<file path="src/rtl/secure_memory_pkg.sv">
// Shared op codes, FSM states and default key
// for the secure memory custom instruction.
package secure_memory_pkg;

  localparam logic [2:0] OP_READ  = 3'd0;
  localparam logic [2:0] OP_WRITE = 3'd1;
  localparam logic [2:0] OP_KEYLD = 3'd2;

  localparam logic [31:0] DEFAULT_KEY = 32'h95DA4EAB;

  typedef enum logic [2:0] {
    S_IDLE,
    S_RD_REQ,
    S_RD_XOR,
    S_WR_XOR,
    S_WR_REQ,
    S_DONE
  } state_t;

endpackage

</file>
<file path="src/rtl/secure_memory_cipher.sv">
// XOR cipher shared by the read and write paths;
// optionally tweaks the key with the word offset.
module secure_memory_cipher #(
  parameter int DATA_W   = 32,
  parameter int KEY_MODE = 0,
  parameter int OFF_W    = 14
) (
  input  logic [DATA_W-1:0] data,
  input  logic [DATA_W-1:0] key,
  input  logic [OFF_W-1:0]  word_off,
  output logic [DATA_W-1:0] dout
);

  logic [DATA_W-1:0] eff_key;

  always_comb begin
    eff_key = key;
    if (KEY_MODE == 1)
      eff_key = key ^ DATA_W'(word_off);
    dout = data ^ eff_key;
  end

endmodule

</file>
<file path="src/rtl/secure_memory_ctrl.sv">
// Nios II custom-instruction slave that XOR-encrypts
// accesses to an on-chip RAM window over Avalon-MM.
module secure_memory_ctrl
  import secure_memory_pkg::*;
#(
  parameter int DATA_W   = 32,
  parameter int ADDR_W   = 16,
  parameter logic [ADDR_W-1:0] BASE_ADDR = ADDR_W'(16'h8000),
  parameter int DEPTH    = 8192,
  parameter logic [DATA_W-1:0] XOR_KEY = DATA_W'(DEFAULT_KEY),
  parameter int KEY_MODE = 0,
  parameter int MAX_WAIT = 255
) (
  input  logic                clk,
  input  logic                reset,
  input  logic [DATA_W-1:0]   dataa,
  input  logic [31:0]         datab,
  input  logic [2:0]          n,
  input  logic                clk_en,
  input  logic                start,
  output logic                done,
  output logic [DATA_W-1:0]   result,
  output logic                err,
  output logic [ADDR_W-3:0]   address,
  output logic [DATA_W/8-1:0] byteenable,
  output logic                chipselect,
  output logic                read,
  output logic                write,
  output logic [DATA_W-1:0]   writedata,
  input  logic [DATA_W-1:0]   readdata,
  input  logic                waitrequest
);

  localparam int OFF_W = ADDR_W - 2;
  localparam int CNT_W = $clog2(MAX_WAIT + 1);

  state_t            state_q;
  logic [2:0]        op_q;
  logic [OFF_W-1:0]  off_q;
  logic [DATA_W-1:0] buf_q;
  logic [DATA_W-1:0] key_q;
  logic [DATA_W-1:0] xored;
  logic [CNT_W-1:0]  cnt_q;
  logic              err_q;

  logic [ADDR_W-1:0] addr;
  logic [ADDR_W-1:0] off;
  logic              bad;
  logic              is_rw;
  logic              bus;
  logic              unused_hi;

  assign addr      = datab[ADDR_W-1:0];
  assign off       = addr - BASE_ADDR;
  assign unused_hi = ^datab[31:ADDR_W];
  assign is_rw     = (n == OP_READ) || (n == OP_WRITE);

  // no wrap: below-base addresses are errors, not aliases
  assign bad = (addr[1:0] != 2'b00)
            || (addr < BASE_ADDR)
            || (32'(off) >= 32'(4 * DEPTH));

  secure_memory_cipher #(
    .DATA_W  (DATA_W),
    .KEY_MODE(KEY_MODE),
    .OFF_W   (OFF_W)
  ) u_cipher (
    .data    (buf_q),
    .key     (key_q),
    .word_off(off_q),
    .dout    (xored)
  );

  always_ff @(posedge clk) begin
    if (reset) begin
      state_q <= S_IDLE;
      op_q    <= '0;
      off_q   <= '0;
      buf_q   <= '0;
      key_q   <= XOR_KEY;
      cnt_q   <= '0;
      err_q   <= 1'b0;
    end else if (clk_en) begin
      unique case (state_q)
        S_IDLE: if (start) begin
          op_q  <= n;
          off_q <= off[ADDR_W-1:2];
          buf_q <= '0;
          cnt_q <= '0;
          if (is_rw && bad) begin
            err_q   <= 1'b1;
            state_q <= S_DONE;
          end else if (n == OP_READ) begin
            state_q <= S_RD_REQ;
          end else if (n == OP_WRITE) begin
            buf_q   <= dataa;
            state_q <= S_WR_XOR;
          end else begin
            if (n == OP_KEYLD) begin
              key_q <= dataa;
              err_q <= 1'b0;
            end
            state_q <= S_DONE;
          end
        end
        S_RD_REQ, S_WR_REQ: begin
          if (!waitrequest) begin
            if (state_q == S_RD_REQ) begin
              buf_q   <= readdata;
              state_q <= S_RD_XOR;
            end else begin
              state_q <= S_DONE;
            end
          end else if (cnt_q == CNT_W'(MAX_WAIT - 1)) begin
            err_q   <= 1'b1;
            buf_q   <= '0;
            state_q <= S_DONE;
          end else begin
            cnt_q <= cnt_q + 1'b1;
          end
        end
        S_RD_XOR: begin
          buf_q   <= xored;
          state_q <= S_DONE;
        end
        S_WR_XOR: begin
          buf_q   <= xored;
          state_q <= S_WR_REQ;
        end
        S_DONE:  state_q <= S_IDLE;
        default: state_q <= S_IDLE;
      endcase
    end
  end

  assign bus        = (state_q == S_RD_REQ) || (state_q == S_WR_REQ);
  assign chipselect = bus;
  assign read       = (state_q == S_RD_REQ);
  assign write      = (state_q == S_WR_REQ);
  assign byteenable = bus ? '1 : '0;
  assign address    = bus ? off_q : '0;
  assign writedata  = write ? buf_q : '0;
  assign done       = (state_q == S_DONE);
  assign err        = err_q;

  // writes and failed reads leave buf_q non-result data
  assign result = (done && op_q == OP_READ) ? buf_q : '0;

endmodule

</file>
<file path="config.mk">
export PLATFORM = sky130hd
export DESIGN_NAME = secure_memory_ctrl
export DESIGN_NICKNAME = d
export VERILOG_FILES = /design/src/rtl/secure_memory_pkg.sv /design/src/rtl/secure_memory_cipher.sv /design/src/rtl/secure_memory_ctrl.sv
export SDC_FILE = /design/constraint.sdc
export NUM_CORES = 1
export LEC_CHECK = 0
export BUFFER_PORTS_ARGS = -buffer_cell sky130_fd_sc_hd__buf_2
export CAP_MARGIN = 5
export CORE_MARGIN = 1
export CORE_UTILIZATION = 53
export DETAILED_ROUTE_END_ITERATION = 10
export PLACE_DENSITY = 0.89
export SETUP_SLACK_MARGIN = 0.5
export SLEW_MARGIN = 20
export SYNTH_ARGS = -nofsm -noshare
export SYNTH_HDL_FRONTEND = slang
export SYNTH_SLANG_ARGS = --single-unit
</file>
<file path="constraint.sdc">
create_clock -name clk -period 3.4 [get_ports clk]
set_input_delay 0.51 -clock clk [delete_from_list [all_inputs] [get_ports clk]]
set_output_delay 0.51 -clock clk [all_outputs]
set_load 0.01 [all_outputs]
</file>
==> out/qor.txt, run 1 <==
Final Cell Area: 0.00604 sq mm
total overflow reported by the global router: 0
antenna cells: 0
Root Buffer: sky130_fd_sc_hd__clkbuf_8
Final Hold Fails: 0
type of element capturing the critical path: output port
number of cells on the worst reg-to-reg path: 7
cell count after placement: 863
routed wire length: 13900 um
Worst Max-Slew Pin Slew: 839 ps
number of distinct library cell variants in the gate-level netlist after synthesis: 45
global-route usage over all layers: 28.9%
TritonCTS Sinks: 93
CP delay by family, top: simple AND/OR/NAND/NOR gates
total of max-cap violations: 0
Buf/Inv on CP: 3
detailed-router iteration count before antenna repair: 7
count of final max-slew check failures: 0
Hold-fix buffers, CTS: 0
Area Overhead vs Synth: 23.6%
share of the core filled with cells: 68.6%
number of cells on the worst hold path: 2
count of routing violations after the opening detailed-route iteration: 312
min cycle time layout: 2780 ps
violated checks: DRC
die width: 98.0 um
Die ar.: 0.00961 sq mm
HP Class: in2reg
clock tree from TritonCTS: done
register-to-register path setup slack: 870 ps
fraction of layout instances using a drive strength above 1: 27.8%
kind of start point of the critical path: flip-flop
wire length of the first global-routing pass: 22600 um
data arrival time at the worst-slack endpoint: 2270 ps
Total Negative Setup Slacks: 0 ps
final period utilization: 81.8%
Relative slew margins: 44.0%
clock tree buffer depth: 2
unrepaired setup endpoints after global routing: false
clock latency on the worst-skew pair: 350 ps
sequential share of the synthesized area: 38.1%
number of placed I/O pins: 191
Core Box Area: 0.00881 sq mm
number of buffers created by CTS: 9
antenna-violating nets left: 0
final-stage net count: 873
maximum clock frequency: 360 MHz
peak supply drop: 280 uV
cell count after synthesis: 624
number of setup violations in the final report: 0
vias per cell: 5.73
antenna violations before repair: 0
Crit Path Class: reg2out
power density of the placed cells: 476 mW/mm^2
CP required: 2890 ps
average size of a mapped cell: 7.83 sq um
crit-path cells: inv_2 > nor3_1 > nor4b_4 > buf_4 > and2_1 > buf_2
Via Count: 5045
net count of the mapped netlist: 730
CP Max Fanout: 20
# port buffers: 174
slowest stage cell on the critical path: sky130_fd_sc_hd__dfxtp_1
RD Place Congestion: 0.821
H-tree depth: 3
delay of the slowest cell on the worst path: 610 ps
cell leakage power: 2.72 nW
Cell Count, Final, Fillers Out: 880
worst reg2reg path startpoint: state_q[0]
site row count: 34
final-layout fill cell count: 710
count of yosys warnings during synthesis: 0
initial core utilization: 55.5%
beginning of the critical path: state_q[0]
vertical die dimension: 98.0 um
DRC viols: 7
hold endpoint: off_q[13]
result of the run: finished, violations left
worst clock skew: 13.0 ps
number of global-route vias before repair: 4936
Placement Cell Area: 0.00580 sq mm
total of cells resized after clock tree synthesis: 0
clock transition at the registers of the reported paths: 90 ps
maximum number of pins on one net before global-route repair: 55
number of synthesized register bits: 93
Routed wire per std cell: 15.8 um
synthesized area: 0.00489 sq mm
post-DP HPWL: 9600 um
Hold Path Origin: datab[15]
capture point of the worst reg-to-reg path: buf_q[23]
## sequential cells by signal, indices dropped and copies added (netlist names)
name / count
buf_q: 32
key_q: 32
off_q: 14
cnt_q: 8
op_q: 3
state_q: 3
err: 1
## synthesized netlist by cell type, drive strengths merged
cell       n  share of area [%]
a21boi     1               0.15
nand3b    19                2.9
and3      34                4.4
or2        1               0.13
a211o      1               0.18
or3        2               0.26
nand4      2               0.26
a211oi    34                5.2
nor2      75                5.8
xnor2     37                6.6
and4       1               0.18
or4        4               0.61
ha         2               0.51
clkbuf    39                3.0
mux2       1               0.31
o32ai      1               0.18
nand2b     4               0.51
and2      46                5.9
dfxtp     93                 38
nor4b      2               0.49
nor4       3               0.38
a221oi    32                5.7
a311oi     2               0.72
a21oi     42                4.4
o21ai      2               0.20
o41ai      1               0.18
nor3       5               0.61
nand2    105                8.1
nand3      5               0.51
o31ai      3               0.46
a2bb2oi    1               0.18
and3b      1               0.18
buf       16                1.9
a31o       1               0.18
inv        5               0.38
or3b       1               0.18
## power breakdown
part	internal [mW]	switching [mW]	total, mW	leakage (nW)
clock network	0.456	0.392	0.848	0.120
registers	1.18	0.102	1.29	0.758
logic	0.306	0.433	0.738	1.84
## metal layers
layer / track usage (%) / wire (um)
met2: 50.9 / 6970
met4: 11.8 / 255
met1: 34.6 / 5790
met5: 0 / 0
met3: 5.37 / 930
## cell usage in the layout (no fill, tap or decap), drive strengths merged
master   Yosys  final
xnor2       37     37
or3b         1      1
or2          1      1
a211o        1      1
nor4b        2      2
inv          5      5
clkinv       0      3
dfxtp       93     93
o31ai        3      3
nand2      105    105
nor4         3      3
nor2        75     75
clkbuf      39     11
o41ai        1      1
o32ai        1      1
or4          4      4
nand4        2      2
a221oi      32     32
and3b        1      1
nand3        5      5
bufinv       0      2
and4         1      1
a31o         1      1
nor3         5      5
or3          2      2
a211oi      34     34
a21oi       42     42
a311oi       2      2
ha           2      2
buf         16    187
and2        46     46
a21boi       1      1
nand3b      19     19
o21ai        2      2
and3        34     34
mux2         1      1
nand2b       4      4
a2bb2oi      1      1
## cells by family (layout without fill, tap and decap cells)
kind of cell	Yosys count	in the layout	share of synthesized area, %
fa+ha+maj	2	2	0.512
simple gates	310	310	31.3
buf+inv	60	208	5.33
mux	1	1	0.307
flops	93	93	38.1
compound gates	121	121	17.8
xor+xnor	37	37	6.63
## worst max-delay path by stage
| stage | endpoint | depth (start not counted) |
|---|---|---|
| 3_5_place_dp | result[27] | 6 |
| 2_1_floorplan | result[10] | 6 |
| 5_1_grt | result[27] | 6 |
| 6_report | result[13] | 6 |
| 4_1_cts | result[27] | 6 |
| 3_3_place_gp | result[0] | 6 |
## cell type report
type / count / area (sq um) / area share, %
Multi-Input combinational cell: 471 / 2780 / 46.1
Sequential cell: 93 / 1860 / 30.8
Timing Repair Buffer: 187 / 1010 / 16.7
Clock buffer: 11 / 151 / 2.51
Tap cell: 108 / 135 / 2.24
Clock inverter: 5 / 82.6 / 1.37
Inverter: 5 / 18.8 / 0.311
## worst reg2reg max path: stages (launching register included)
cell	delay, ps
sky130_fd_sc_hd__dfxtp_1	610
sky130_fd_sc_hd__xnor2_1	190
sky130_fd_sc_hd__or2_2	180
sky130_fd_sc_hd__inv_2	150
sky130_fd_sc_hd__a311oi_4	630
sky130_fd_sc_hd__buf_12	320
sky130_fd_sc_hd__nor2_1	110
sky130_fd_sc_hd__a211oi_1	250
## repair_timing
item / in CTS / in global routing
setup buffers: 1 / 0
endpoints found under the hold margin: 0 / 0
endpoints found under the setup margin: 20 / 0
## stage by stage
step                setup slack, ps  hold slack [ps]  total power [mW]
finish                          618              346              2.87
floorplan                      1160              432              1.81
CTS                             608              324              2.87
global placement                773              439              2.00
detailed placement              636              445              2.04
global route                    503              354              3.02
Power figures use the tool's default switching activity.
==> run 2, diff against run 1 <==
--- a/config.mk
+++ b/config.mk
@@ -8,9 +8,9 @@
 export BUFFER_PORTS_ARGS = -buffer_cell sky130_fd_sc_hd__buf_2
 export CAP_MARGIN = 5
 export CORE_MARGIN = 1
-export CORE_UTILIZATION = 53
+export CORE_UTILIZATION = 44
 export DETAILED_ROUTE_END_ITERATION = 10
-export PLACE_DENSITY = 0.89
+export PLACE_DENSITY = 0.79
 export SETUP_SLACK_MARGIN = 0.5
 export SLEW_MARGIN = 20
 export SYNTH_ARGS = -nofsm -noshare
==> constraint.sdc (replaced) <==
create_clock -name clk -period 2.3 [get_ports clk]
set_input_delay 0.345 -clock clk [delete_from_list [all_inputs] [get_ports clk]]
set_output_delay 0.345 -clock clk [all_outputs]
set_load 0.01 [all_outputs]
==> out/qor.txt, run 2 (synthesized netlist as in run 1, its figures left out) <==
fraction of power consumed by sequential logic: 40.6% (-4.2 points)
DRC viols: 1 (-6)
final-stage net count: 912 (+4.5%)
data arrival time at the worst-slack endpoint: 2490 ps (+220 ps)
antenna-violating nets left: 0 (unchanged)
hold endpoint: off_q[13]
largest registers in the final layout: buf_q: 32 flops, key_q: 32 flops, off_q: 14 flops
Final Hold Fails: 0 (unchanged)
commonest cells after routing, fill and taps aside: 148 x sky130_fd_sc_hd__buf_2, 104 x sky130_fd_sc_hd__nand2_1, 87 x sky130_fd_sc_hd__dfxtp_1, 73 x sky130_fd_sc_hd__nor2_1, 38 x sky130_fd_sc_hd__buf_6
cell leakage power: 3.06 nW (+13%)
maximum clock frequency: 450 MHz
design internal power: 3.18 mW (+64%)
Core Box Area: 0.0108 sq mm (+23%)
min cycle time layout: 2220 ps
power share of the combinational group: 31.7% (+6.0 points)
RD Place Congestion: 0.761 (-7.3%)
clock latency on the worst-skew pair: 360 ps (about the same)
capture point of the worst reg-to-reg path: buf_q[28]
peak supply drop: 406 uV (+45%)
TritonCTS Sinks: 93 (unchanged)
wire length of the first global-routing pass: 21100 um (-7.0%)
clock tree buffer depth: 2 (unchanged)
clock network fraction of design power: 27.6% (-1.9 points)
Overall Power: 4.69 mW (+63%)
Hold Worst Slack: 176 ps (-170 ps)
antenna cells: 0 (unchanged)
Routed wire per std cell: 16.3 um (+2.6%)
CP required: 2570 ps (-320 ps)
Total Negative Setup Slacks: 0 ps (unchanged)
unrepaired setup endpoints after global routing: true
count of routing violations after the opening detailed-route iteration: 304 (-2.6%)
type of element capturing the critical path: flip-flop
number of cells on the worst hold path: 2 (unchanged)
global-route usage over all layers: 23.3% (-5.6 points)
fraction of layout instances using a drive strength above 1: 37.7% (+9.8 points)
switching fraction of total power: 32.1% (-0.16 points)
worst reg2reg path startpoint: state_q[0]
H-tree depth: 3 (unchanged)
die width: 107 um (+9.5%)
highest routed layer: met5
most frequent standard cell in the layout excluding fill and tap cells: sky130_fd_sc_hd__buf_2
number of placed I/O pins: 191 (unchanged)
final period utilization: 96.7%
HP Class: in2reg
number of buffers created by CTS: 9 (unchanged)
fin worst setup slack: 76.6 ps (-542 ps)
site row count: 38 (+12%)
number of setup violations in the final report: 0 (unchanged)
power density of the placed cells: 675 mW/mm^2 (+42%)
Placement Cell Area: 0.00595 sq mm (+2.6%)
maximum number of pins on one net before global-route repair: 65 (+18%)
post-DP HPWL: 8900 um (-7.3%)
Via Count: 5080 (+0.69%)
initial core utilization: 45.1% (-10 points)
total of max-cap violations: 0 (unchanged)
Root Buffer: sky130_fd_sc_hd__clkbuf_8
net switching power figure: 1.50 mW (+62%)
Met2 Routed Length: 7550 um (+8.3%)
Worst Max-Slew Pin Slew: 621 ps (-219 ps)
Hold Path Origin: datab[15]
Relative slew margins: 58.6% (+15 points)
antenna violations before repair: 1 (+1)
routed wire length: 15400 um (+11%)
vias per cell: 5.35 (-6.7%)
Area Overhead vs Synth: 42.3%
kind of start point of the critical path: flip-flop
count of final max-slew check failures: 0 (unchanged)
Met3 Wirelength: 889 um (-4.4%)
Final Cell Area: 0.00695 sq mm (+15%)
total overflow reported by the global router: 0 (unchanged)
CP Max Fanout: 16 (-20%)
met1 wire length: 6650 um (+15%)
# port buffers: 174 (unchanged)
post-placement setup slack: 164 ps (-472 ps)
detailed-router iteration count before antenna repair: 7 (unchanged)
worst clock skew: 18.0 ps (+5.03 ps)
clock tree from TritonCTS: done
clock transition at the registers of the reported paths: 90 ps (about the same)
number of cells on the worst reg-to-reg path: 9 (+2)
violated checks: DRC
Crit Path Class: reg2reg
result of the run: finished, violations left
register-to-register path setup slack: 80 ps (-790 ps)
vertical die dimension: 107 um (+9.5%)
number of global-route vias before repair: 4247 (-14%)
Die ar.: 0.0115 sq mm (+20%)
[run 2: worst max-delay path, stage by stage, from the launching register on]
cell,delay [ps]
sky130_fd_sc_hd__dfxtp_4,380
sky130_fd_sc_hd__buf_4,140
sky130_fd_sc_hd__xnor2_1,220
sky130_fd_sc_hd__or2_4,210
sky130_fd_sc_hd__inv_6,60
sky130_fd_sc_hd__a311oi_4,380
sky130_fd_sc_hd__buf_4,230
sky130_fd_sc_hd__buf_6,210
sky130_fd_sc_hd__nor2_1,70
sky130_fd_sc_hd__a211oi_1,220
[run 2: layout make-up]
cell class | instances | area [sq um]
Multi-Input combinational cell | 471 | 2970
Clock buffer | 9 | 124
Inverter | 5 | 28.8
Timing Repair Buffer | 226 | 1670
Tap cell | 140 | 175
Fill cell | 919 | 3890
Sequential cell | 93 | 1880
Clock inverter | 6 | 113
[run 2: worst max path at each step]
stage | start | endpoint | cells after the start
3_5_place_dp | state_q[2] | result[29] | 6
2_1_floorplan | state_q[2] | cnt_q[5] | 7
3_3_place_gp | state_q[2] | result[7] | 6
4_1_cts | state_q[2] | result[7] | 7
5_1_grt | state_q[0] | buf_q[28] | 9
6_report | state_q[0] | buf_q[28] | 9
[run 2: through the flow]
step                utilization [%]  cells
floorplan                         -    624
global route                   64.1    950
CTS                            59.9    928
global placement               54.9    905
detailed placement             54.9    905
finish                         64.1    950
[run 2: metal layers]
layer	GRT usage, %	vias up
met5	0	-
met4	7.24	2
met3	5.02	27
met2	39.6	156
met1	29.5	2371
li1	-	2524
[run 2: repair_timing]
action,4_1_cts,5_1_grt
gates resized for setup,61,52
endpoints found under the hold margin,0,0
setup endpoints to repair,132,157
pin swaps,3,7
gates cloned,2,8
hold buffers,0,0
setup buffers,6,14
[run 2: power by group through the flow]
stage	logic (mW)	registers [mW]	clock network, mW
6_report	1.49	1.90	1.30
3_3_place_gp	1.09	1.93	0
4_1_cts	1.20	1.90	1.31
2_1_floorplan	0.802	1.88	0
3_5_place_dp	1.10	1.94	0
5_1_grt	1.60	1.93	1.38
==> run 3, diff against run 2 <==
--- a/config.mk
+++ b/config.mk
@@ -5,12 +5,13 @@
 export SDC_FILE = /design/constraint.sdc
 export NUM_CORES = 1
 export LEC_CHECK = 0
+export ABC_AREA = 1
 export BUFFER_PORTS_ARGS = -buffer_cell sky130_fd_sc_hd__buf_2
 export CAP_MARGIN = 5
 export CORE_MARGIN = 1
-export CORE_UTILIZATION = 44
+export CORE_UTILIZATION = 47
 export DETAILED_ROUTE_END_ITERATION = 10
-export PLACE_DENSITY = 0.79
+export PLACE_DENSITY = 0.81
 export SETUP_SLACK_MARGIN = 0.5
 export SLEW_MARGIN = 20
 export SYNTH_ARGS = -nofsm -noshare
==> out/qor.txt, run 3 <==
async set-or-reset flop fraction in the synthesized netlist: 0% (unchanged)
final period utilization: 89.5% (-7.1 points)
number of flops mapped to enable cells by yosys: 0 (unchanged)
clock latency on the worst-skew pair: 350 ps (about the same)
wire length of the first global-routing pass: 28000 um (+33%)
count of final max-slew check failures: 0 (unchanged)
vias per cell: 5.17 (-3.3%)
Crit Path Class: reg2out
detailed-router iteration count before antenna repair: 6 (-1)
number of cells on the worst reg-to-reg path: 12 (+3)
routed wire length: 21600 um (+40%)
number of synthesized register bits: 93 (unchanged)
cell leakage power: 4.49 nW (+47%)
TritonCTS Sinks: 93 (unchanged)
antenna violations before repair: 0 (-1)
clock transition at the registers of the reported paths: 70 ps (-20 ps)
largest registers in the final layout: buf_q: 32 flops, key_q: 32 flops, off_q: 14 flops
Routed wire per std cell: 15.6 um (-4.1%)
min cycle time layout: 2060 ps (-164 ps)
Via Count: 7152 (+41%)
number of buffers created by CTS: 9 (unchanged)
net count of the mapped netlist: 1105 (+51%)
worst clock skew: 7.42 ps (-10.6 ps)
die width: 114 um (+5.9%)
Total Negative Setup Slacks: 0 ps (unchanged)
maximum clock frequency: 486 MHz (+8.0%)
most instantiated cells after synthesis: 252 x sky130_fd_sc_hd__nor2_1, 233 x sky130_fd_sc_hd__nand2_1, 169 x sky130_fd_sc_hd__inv_1, 93 x sky130_fd_sc_hd__dfxtp_1, 73 x sky130_fd_sc_hd__a21oi_1
type of element capturing the critical path: output port
share of the core filled with cells: 72.2% (+8.1 points)
initial core utilization: 48.4% (+3.3 points)
Core Box Area: 0.0121 sq mm (+12%)
fraction of layout instances using a drive strength above 1: 33.3% (-4.4 points)
post-DP HPWL: 10200 um (+15%)
Final Hold Fails: 0 (unchanged)
number of cells on the worst hold path: 3 (+1)
Final Cell Area: 0.00875 sq mm (+26%)
most frequently used flop master after synthesis: sky130_fd_sc_hd__dfxtp_1
number of placed I/O pins: 191 (unchanged)
post-placement setup slack: 67.6 ps (-96.4 ps)
number of setup violations in the final report: 0 (unchanged)
count of yosys warnings during synthesis: 0 (unchanged)
fin worst setup slack: 241 ps (+164 ps)
vertical die dimension: 114 um (+5.9%)
clock tree from TritonCTS: done
sequential share of the synthesized area: 31.7% (-6.4 points)
synthesized area: 0.00586 sq mm (+20%)
power density of the placed cells: 886 mW/mm^2 (+31%)
average size of a mapped cell: 5.87 sq um (-25%)
Die ar.: 0.0129 sq mm (+12%)
number of distinct library cell variants in the gate-level netlist after synthesis: 31 (-31%)
maximum number of pins on one net before global-route repair: 50 (-23%)
register-to-register path setup slack: 310 ps (+230 ps)
top cells by area, synth: sky130_fd_sc_hd__dfxtp_1 32%, sky130_fd_sc_hd__nor2_1 16%, sky130_fd_sc_hd__nand2_1 15%, sky130_fd_sc_hd__inv_1 11%, sky130_fd_sc_hd__a21oi_1 6.2%
site row count: 40 (+5.3%)
number of global-route vias before repair: 5875 (+38%)
antenna cells: 0 (unchanged)
cell count after synthesis: 999 (+60%)
commonest cells after routing, fill and taps aside: 205 x sky130_fd_sc_hd__nand2_1, 204 x sky130_fd_sc_hd__nor2_1, 149 x sky130_fd_sc_hd__inv_1, 145 x sky130_fd_sc_hd__buf_2, 89 x sky130_fd_sc_hd__dfxtp_1
Root Buffer: sky130_fd_sc_hd__clkbuf_16
total overflow reported by the global router: 0 (unchanged)
Worst Max-Slew Pin Slew: 626 ps (+5.12 ps)
Hold Worst Slack: 256 ps (+80.0 ps)
total of max-cap violations: 0 (unchanged)
Relative slew margins: 58.3% (-0.34 points)
CP required: 1960 ps (-610 ps)
HP Class: in2reg
data arrival time at the worst-slack endpoint: 1710 ps (-780 ps)
# port buffers: 174 (unchanged)
Area Overhead vs Synth: 49.1%
kind of start point of the critical path: flip-flop
DRC viols: 0 (-1)
global-route usage over all layers: 27.7% (+4.3 points)
count of routing violations after the opening detailed-route iteration: 570 (+88%)
CP Max Fanout: 6 (-10)
most common cell in the netlist: sky130_fd_sc_hd__nor2_1
result of the run: finished, final reports clean
final-stage net count: 1316 (+44%)
largest area contributor in the netlist: sky130_fd_sc_hd__dfxtp_1
H-tree depth: 3 (unchanged)
clock tree buffer depth: 2 (unchanged)
peak supply drop: 466 uV (+15%)
most frequent standard cell in the layout excluding fill and tap cells: sky130_fd_sc_hd__nand2_1
Placement Cell Area: 0.00681 sq mm (+14%)
unrepaired setup endpoints after global routing: true
antenna-violating nets left: 0 (unchanged)
RD Place Congestion: 0.815 (+7.0%)
share of Yosys cell area claimed by the top area cell type: 31.7% (-6.4 points)
[run 3: cell types whose count changed after synthesis, moves of 15 or more]
cell                       change
sky130_fd_sc_hd__a211oi_1     -29
sky130_fd_sc_hd__xnor2_1      -35
sky130_fd_sc_hd__nor2_1      +178
sky130_fd_sc_hd__a221oi_1     -32
sky130_fd_sc_hd__o21bai_1     +33
sky130_fd_sc_hd__o211ai_1     +18
sky130_fd_sc_hd__clkbuf_1     -15
sky130_fd_sc_hd__inv_1       +166
sky130_fd_sc_hd__and2_1       -46
sky130_fd_sc_hd__o21ai_0      +21
sky130_fd_sc_hd__a21oi_1      +32
sky130_fd_sc_hd__and3_1       -34
sky130_fd_sc_hd__nand3b_1     -19
sky130_fd_sc_hd__nand2_1     +128
[run 3: final cells by class]
cell class / instances / area, sq um
timing repair buffer: 249 / 2060
sequential: 93 / 1870
timing repair inverter: 2 / 17.5
multi-input combinational: 677 / 3620
clock buffer: 10 / 229
tap: 168 / 210
inverter: 178 / 688
clock inverter: 6 / 47.5
fill: 945 / 3370
[run 3: worst paths after layout]
path,start,to
worst max register to register,state_q[1],key_q[0]
worst min-delay path,dataa[29],key_q[29]
worst max-delay path,state_q[1],result[28]
worst min register to register,off_q[5],off_q[5]
[run 3: cells by family (layout without fill, tap and decap cells)]
logic type,Yosys count,in the layout,synth area share [%]
simple gates,510,512,34.9
xor+xnor,5,5,0.747
compound gates,158,158,15.9
buf+inv,231,445,16.3
fa+ha+maj,2,2,0.427
flops,93,93,31.7
[run 3: layer usage]
metal | vias up | global-route usage (%) | part of all wire, %
met2 | 386 | 46.9 | 49
met4 | 0 | 15.3 | 5.1
met5 | - | 0 | 0
li1 | 3421 | - | -
met1 | 3249 | 33.9 | 38
met3 | 96 | 3.88 | 8.0
[run 3: timing repair]
action	in CTS	in global routing
hold buffers	0	0
cloned	9	16
resized for setup	48	194
pin swaps	7	28
endpoints found under the setup margin	143	141
buffers inserted	18	20
[run 3: critical path: stages, from the launching register on]
cell and delay (ps):
sky130_fd_sc_hd__dfxtp_4 370, sky130_fd_sc_hd__inv_4 70, sky130_fd_sc_hd__nand2_4 50, sky130_fd_sc_hd__nor2_4 90, sky130_fd_sc_hd__nand4_1 130, sky130_fd_sc_hd__buf_6 210, sky130_fd_sc_hd__clkbuf_16 180, sky130_fd_sc_hd__nor2_2 90
sky130_fd_sc_hd__buf_2 150
[run 3: power breakdown]
group | switching (mW) | internal (mW) | total, mW
clock network | 0.711 | 0.745 | 1.46
registers | 0.171 | 1.88 | 2.05
logic | 2.54 | 1.71 | 4.25
[run 3: stage by stage]
step	power (mW)	instances
floorplan	3.90	999
global placement	4.38	1304
detailed placement	4.43	1304
CTS	6.51	1347
global route	8.12	1383
finish	7.75	1383
